### src/rtl/regfile_wr_sched_pkg.sv
// ---------------------------------------------------------------------------
// regfile_pkg
// Shared constants and types for the register-file write-port scheduler.
//   RF_DATA_W / RF_ADDR_W / RF_NREG : default geometry of the register file
//   state_t                         : scheduler FSM states (CLEAR, RUN)
//   wr_req_t                        : one writeback request (addr, data)
// ---------------------------------------------------------------------------
package regfile_pkg;

    localparam int RF_DATA_W = 32;
    localparam int RF_ADDR_W = 5;
    localparam int RF_NREG   = 32;

    typedef enum logic {
        ST_CLEAR = 1'b0,
        ST_RUN   = 1'b1
    } state_t;

    typedef struct packed {
        logic [RF_ADDR_W-1:0] addr;
        logic [RF_DATA_W-1:0] data;
    } wr_req_t;

endpackage

### src/rtl/regfile_wr_sched_rr_arb2.sv
// ---------------------------------------------------------------------------
// rr_arb2
// Two-way round-robin arbiter, purely combinational.
//   i_valid[1:0] : request lines (already masked by the caller)
//   i_prio       : requester that wins a tie (0 or 1)
//   i_transfer   : a granted request is being taken this cycle
//   o_grant[1:0] : one-hot (or zero) grant
//   o_prio_nxt   : priority for the next cycle
// ---------------------------------------------------------------------------
module rr_arb2 (
    input  logic [1:0] i_valid,
    input  logic       i_prio,
    input  logic       i_transfer,
    output logic [1:0] o_grant,
    output logic       o_prio_nxt
);

    always_comb begin
        o_grant = 2'b00;
        case (i_valid)
            2'b01:   o_grant = 2'b01;
            2'b10:   o_grant = 2'b10;
            2'b11:   o_grant = i_prio ? 2'b10 : 2'b01;
            default: o_grant = 2'b00;
        endcase
    end

    // After a transfer the priority moves to whoever was not served:
    // serving requester 0 hands priority to 1 and vice versa.
    assign o_prio_nxt = i_transfer ? o_grant[0] : i_prio;

endmodule

### src/rtl/regfile_wr_sched.sv
// ---------------------------------------------------------------------------
// regfile_wr_sched
// Owns the single write port (we3/wa3/wd3) of a 2R/1W register file.
//   - Round-robin sharing of the port between two writeback requesters.
//   - Zero-clear of registers 1..NREG-1 after reset or on clear_req.
//   - Read bypass so readers see the write currently on rf_* .
// Ports:
//   clock, reset              : clock, async active-high reset
//   clear_req / clear_busy    : start a clear (RUN only) / clear in progress
//   reqN_valid/ready/addr/data: writeback requester N (N = 0, 1)
//   rf_we3/rf_wa3/rf_wd3      : registered write port to the register file
//   ra1, ra2                  : read addresses
//   rf_rd1, rf_rd2            : raw register-file read data
//   rd1, rd2                  : bypassed read data
// The request struct uses the package geometry, so DATA_W/ADDR_W must match
// the package defaults, and NREG must equal 2**ADDR_W.
// ---------------------------------------------------------------------------
module regfile_wr_sched
    import regfile_pkg::*;
#(
    parameter int DATA_W = RF_DATA_W,
    parameter int ADDR_W = RF_ADDR_W,
    parameter int NREG   = RF_NREG
) (
    input  logic              clock,
    input  logic              reset,
    input  logic              clear_req,
    output logic              clear_busy,
    input  logic              req0_valid,
    output logic              req0_ready,
    input  logic [ADDR_W-1:0] req0_addr,
    input  logic [DATA_W-1:0] req0_data,
    input  logic              req1_valid,
    output logic              req1_ready,
    input  logic [ADDR_W-1:0] req1_addr,
    input  logic [DATA_W-1:0] req1_data,
    output logic              rf_we3,
    output logic [ADDR_W-1:0] rf_wa3,
    output logic [DATA_W-1:0] rf_wd3,
    input  logic [ADDR_W-1:0] ra1,
    input  logic [ADDR_W-1:0] ra2,
    input  logic [DATA_W-1:0] rf_rd1,
    input  logic [DATA_W-1:0] rf_rd2,
    output logic [DATA_W-1:0] rd1,
    output logic [DATA_W-1:0] rd2
);

    localparam logic [ADDR_W-1:0] CLR_FIRST = ADDR_W'(1);
    localparam logic [ADDR_W-1:0] CLR_LAST  = ADDR_W'(NREG - 1);

    state_t            r_state;
    logic [ADDR_W-1:0] r_clr_cnt;
    logic              r_prio;
    logic              r_we;
    logic [ADDR_W-1:0] r_wa;
    logic [DATA_W-1:0] r_wd;

    state_t            w_state_nxt;
    logic [ADDR_W-1:0] w_clr_nxt;
    logic              w_we_nxt;
    logic [ADDR_W-1:0] w_wa_nxt;
    logic [DATA_W-1:0] w_wd_nxt;

    logic [1:0]        w_arb_valid;
    logic [1:0]        w_grant;
    logic              w_xfer;
    logic              w_prio_nxt;
    wr_req_t           w_req0;
    wr_req_t           w_req1;
    wr_req_t           w_sel;

    // Requests are only visible to the arbiter in RUN, and a clear_req in
    // the same cycle wins over any pending write.
    assign w_arb_valid = (r_state == ST_RUN && !clear_req)
                         ? {req1_valid, req0_valid} : 2'b00;

    rr_arb2 u_arb (
        .i_valid    (w_arb_valid),
        .i_prio     (r_prio),
        .i_transfer (w_xfer),
        .o_grant    (w_grant),
        .o_prio_nxt (w_prio_nxt)
    );

    // A grant is only given to a valid requester, so grant == transfer.
    assign w_xfer     = |w_grant;
    assign req0_ready = w_grant[0];
    assign req1_ready = w_grant[1];

    assign w_req0 = {req0_addr, req0_data};
    assign w_req1 = {req1_addr, req1_data};
    assign w_sel  = w_grant[1] ? w_req1 : w_req0;

    always_ff @(posedge clock or posedge reset) begin
        if (reset) begin
            r_state   <= ST_CLEAR;
            r_clr_cnt <= CLR_FIRST;
            r_prio    <= 1'b0;
            r_we      <= 1'b0;
            r_wa      <= '0;
            r_wd      <= '0;
        end else begin
            r_state   <= w_state_nxt;
            r_clr_cnt <= w_clr_nxt;
            r_prio    <= w_prio_nxt;
            r_we      <= w_we_nxt;
            r_wa      <= w_wa_nxt;
            r_wd      <= w_wd_nxt;
        end
    end

    always_comb begin
        w_state_nxt = r_state;
        w_clr_nxt   = r_clr_cnt;
        w_we_nxt    = 1'b0;
        w_wa_nxt    = r_wa;
        w_wd_nxt    = r_wd;
        case (r_state)
            ST_CLEAR: begin
                w_we_nxt = 1'b1;
                w_wa_nxt = r_clr_cnt;
                w_wd_nxt = '0;
                if (r_clr_cnt == CLR_LAST) begin
                    w_state_nxt = ST_RUN;
                    w_clr_nxt   = CLR_FIRST;
                end else begin
                    w_clr_nxt = r_clr_cnt + ADDR_W'(1);
                end
            end
            ST_RUN: begin
                if (clear_req) begin
                    w_state_nxt = ST_CLEAR;
                    w_clr_nxt   = CLR_FIRST;
                end else if (w_xfer) begin
                    // Register 0 is hardwired: accept the write, drop the enable.
                    w_wa_nxt = w_sel.addr;
                    w_wd_nxt = w_sel.data;
                    w_we_nxt = (w_sel.addr != '0);
                end
            end
            default: begin
                w_state_nxt = ST_CLEAR;
                w_clr_nxt   = CLR_FIRST;
            end
        endcase
    end

    assign clear_busy = (r_state == ST_CLEAR);
    assign rf_we3     = r_we;
    assign rf_wa3     = r_wa;
    assign rf_wd3     = r_wd;

    // The write on rf_* commits at the next edge; forward it so readers in
    // this cycle already see the new value.
    assign rd1 = (r_we && ra1 == r_wa && ra1 != '0) ? r_wd : rf_rd1;
    assign rd2 = (r_we && ra2 == r_wa && ra2 != '0) ? r_wd : rf_rd2;

endmodule

### config.mk
export PLATFORM = sky130hd
export DESIGN_NAME = regfile_wr_sched
export DESIGN_NICKNAME = d
export VERILOG_FILES = /design/src/rtl/regfile_wr_sched_pkg.sv /design/src/rtl/regfile_wr_sched_rr_arb2.sv /design/src/rtl/regfile_wr_sched.sv
export SDC_FILE = /design/constraint.sdc
export NUM_CORES = 1
export LEC_CHECK = 0
export BUFFER_PORTS_ARGS = -buffer_cell sky130_fd_sc_hd__buf_2
export CORE_AREA = 2 2 101 103
export CTS_CLUSTER_DIAMETER = 30
export DETAILED_ROUTE_END_ITERATION = 8
export DIE_AREA = 0 0 103 105
export PLACE_DENSITY_LB_ADDON = 0.12
export RECOVER_POWER = 50
export SLEW_MARGIN = 5
export SYNTH_ARGS = -nofsm -noshare
export SYNTH_HDL_FRONTEND = slang
export SYNTH_HIERARCHICAL = 1
export SYNTH_SLANG_ARGS = --single-unit
### constraint.sdc
create_clock -name clock -period 4.1 [get_ports clock]
set_clock_uncertainty 0.2 [all_clocks]
set_input_delay 0.205 -clock clock [delete_from_list [all_inputs] [get_ports clock]]
set_output_delay 0.205 -clock clock [all_outputs]
set_load 0.005 [all_outputs]
==> flow_summary.yaml <==
status:
  status: "finished with violations"
  violations: "max-capacitance violations, max-slew violations"
detailed_routing:
  drcViolationCount: 0
  wl_per_cell_um: 15.16
  wirelength_um: 10490
  firstDrtPassIters: 4
  vias: 3255
  ant_nets: 0
  dr.first_iter.drc_count: 102
  avgViaCountPerCell: 4.704
cells_and_area:
  final_nets: 713
  fin_cells: 692
  regArea_mm2: 0.001127
  final_area_mm2: 0.004727
  drive_above_1_share_pct: 57.96
  area_delta_synth_final_pct: 46.04
  multi_input_area_mm2: 0.001946
  num_antenna_cells: 0
  finish.utilization_pct: 49.04
  fill_cells: 950
synth:
  yosysTopAreaCellShare_pct: 34.02
  yosys_warnings: 6
  synth_edf_count: 0
  ys_types: 36
  synth_nets: 466
  synthCells: 311
  synth_area_leaders: "dfrtp_1 (34%), mux2_2 (19%), mux2i_1 (11%)"
  syn_area_mm2: 0.003237
  async_flop_share_pct: 100.0
  synth_seq_cells: 45
  yosysTopAreaCell: "dfrtp_1"
  synth-seq-area-share_pct: 34.83
  synth_ff_type: "dfrtp_1"
  postSynthAreaPerCell_um2: 10.41
global_routing:
  antenna_found_initial: 0
  grt_pass1_vias: 3039
  grt-ovfl-total: 0
  grt_max_degree: 46
  grt_use_total_pct: 18.06
  grt_pass1_wl_um: 15670
cts:
  clkSlewWorstSetupHoldPaths_ns: 0.08
  clk_path_buf_depth: 2
  cts_resized: 0
  cts_max_level: 2
  cts_tree: "yes"
  numCtsBuffers: 5
  hold_buffers: 2
  postCtsSetupBuffers: 0
  cts-root-buf: "clkbuf_8"
  clk_latency_ns: 0.29
  cts_sinks: 45
worst_setup_path:
  critPathMaxFanout: 36
  path_class: "reg2reg"
  cp.required_ns: 4.08
  r2r_slack_ns: 0.84
  rr_endpoint: "rf_wd3[13]"
  rr_startpoint: "r_state"
  start_kind: "register"
  cp_top_family: "buffers and inverters"
  path_cells: "inv_1 -> clkbuf_1 -> nor2_4 -> buf_12 -> o31ai_1"
  crit_arrival_ns: 3.24
  cp_slowest_stage_delay_ns: 1.24
  slowest_stage: "clkbuf_1"
  path_buf_inv: 3
  endpoint_kind: "register"
  ff2ff_path_depth: 5
timing:
  tns_ns: 0
  tightest_slew_ns: 1.723
  clock.fmax_mhz: 307.0
  slew_headroom_pct: -14.86
  setup_violations: 0
  rsz0062_at_grt: "no"
  layout_min_cycle_time_ns: 3.257
  hold_viol_final: 0
  slew_violations: 83
  fin_crit_sh_pct: 79.44
floorplan:
  die_h_um: 105
  dieArea_mm2: 0.01082
  io_pins: 258
  start_util_pct: 33.58
  fp.dieW_um: 103
  core_mm2: 0.009639
  core.rowCount: 36
power_and_ir_drop:
  power_density_mw_per_mm2: 387.2
  irDropWorstVdd_mv: 0.2811
  p_leak_nw: 2.305
flow_run:
  drv_cap: 2
min_path:
  worstHoldStart: "req0_data[4]"
  worstHoldPathType: "in2reg"
  whs_endpoint: "rf_wd3[4]"
  whs_path_depth: 3
placed_design:
  place_hpwl_um: 8300
  dp.cells: 682
  gp_congestion: 0.8261
  port_buffers: 257
  place_area_mm2: 0.004629
-- power breakdown --
| group | internal (mW) | total [mW] | switching (mW) |
|---|---|---|---|
| Clock | 0.199 | 0.345 | 0.146 |
| Sequential | 0.586 | 0.765 | 0.179 |
| Combinational | 0.386 | 0.720 | 0.334 |
-- worst max path at each step --
stage,slack (ns),startpoint,to,cells after the start
global route,0.58,r_state,rf_wd3[13],5
global placement,1.36,r_state,rf_wd3[12],8
detailed placement,1.29,r_state,rf_wd3[18],8
CTS,1.06,rf_wa3[1],rd1[28],6
finish,0.84,r_state,rf_wd3[13],5
floorplan,1.39,r_state,r_prio,9
-- worst register-to-register path, stage by stage (launching register included) --
cell,delay [ns]
dfrtp_1,0.55
inv_1,0.13
clkbuf_1,1.24
nor2_4,0.43
buf_12,0.33
o31ai_1,0.26
-- cells in the mapped netlist (all sizes together), types with 3 or more instances --
cell type	instances
mux2	65
dfrtp	44
nand2	42
mux2i	34
o31ai	32
buf	15
inv	10
clkbuf	9
o21ai	8
xnor2	8
a21oi	6
nor2	6
o221ai	4
nand3	3
nor3b	3
-- per-layer routing --
layer / share of wire (%) / track usage, %
met3: 5.1 / 2.609
met4: 0.64 / 2.914
met2: 52 / 32.70
met1: 43 / 22.72
met5: 0 / 0
-- sequential cells by signal, summed over array words and instances (netlist names) --
register,flops
rf_wa3,5
r_clr_cnt,5
r_prio,1
rf_wd3,32
r_state,1
rf_we3,1
-- metrics by stage --
step           hold slack [ns]  power (mW)  setup slack, ns
2_1_floorplan           0.2289       1.134            1.387
3_3_place_gp            0.2793       1.520            1.356
3_5_place_dp            0.2868       1.526            1.285
4_1_cts                0.01757       1.883            1.061
5_1_grt                0.03704       1.962           0.5772
6_report               0.02689       1.830           0.8429
-- cell type report --
class / instances / area share [%]
inverters: 10 / 0.7941
multi-input cells: 232 / 41.16
well taps: 133 / 3.520
repair buffers: 264 / 28.22
clock buffers: 7 / 1.826
clock inverters: 1 / 0.6353
flip-flops and latches: 45 / 23.85
-- cells in the final DEF, fill, tap and decap left out, types with 2 or more instances in the layout --
| master | Yosys | layout |
|---|---|---|
| mux2_4 | 11 | 11 |
| dfrtp_1 | 44 | 44 |
| mux2i_1 | 34 | 34 |
| o31ai_1 | 32 | 32 |
| dlygate4sd3_1 | 0 | 2 |
| inv_1 | 9 | 10 |
| o221ai_1 | 4 | 4 |
| buf_4 | 0 | 3 |
| buf_2 | 7 | 242 |
| a21oi_1 | 6 | 6 |
| nand3_1 | 3 | 3 |
| o2bb2ai_1 | 2 | 2 |
| xnor2_1 | 8 | 8 |
| clkbuf_1 | 9 | 17 |
| o21ai_0 | 8 | 8 |
| mux2_2 | 54 | 54 |
| o41ai_1 | 2 | 2 |
| nand2_1 | 42 | 42 |
| nor2_1 | 6 | 5 |
| nor3b_1 | 3 | 3 |
| ha_1 | 2 | 2 |
| and2_1 | 2 | 2 |
| clkbuf_8 | 0 | 6 |
-- kinds of logic (layout without fill, tap and decap cells) --
kind of cell	after synthesis	in the layout	share of synthesized area [%]
AOI/OAI and AO/OA	62	62	14.11
xor gates and xnor gates	8	8	2.165
adders and majority gates	2	2	0.7730
buffers and inverters	34	282	5.605
DFF	45	45	34.83
muxes	99	99	34.40
and+or+nand+nor	61	61	8.117
No activity file was read; power rests on OpenSTA's default activity.
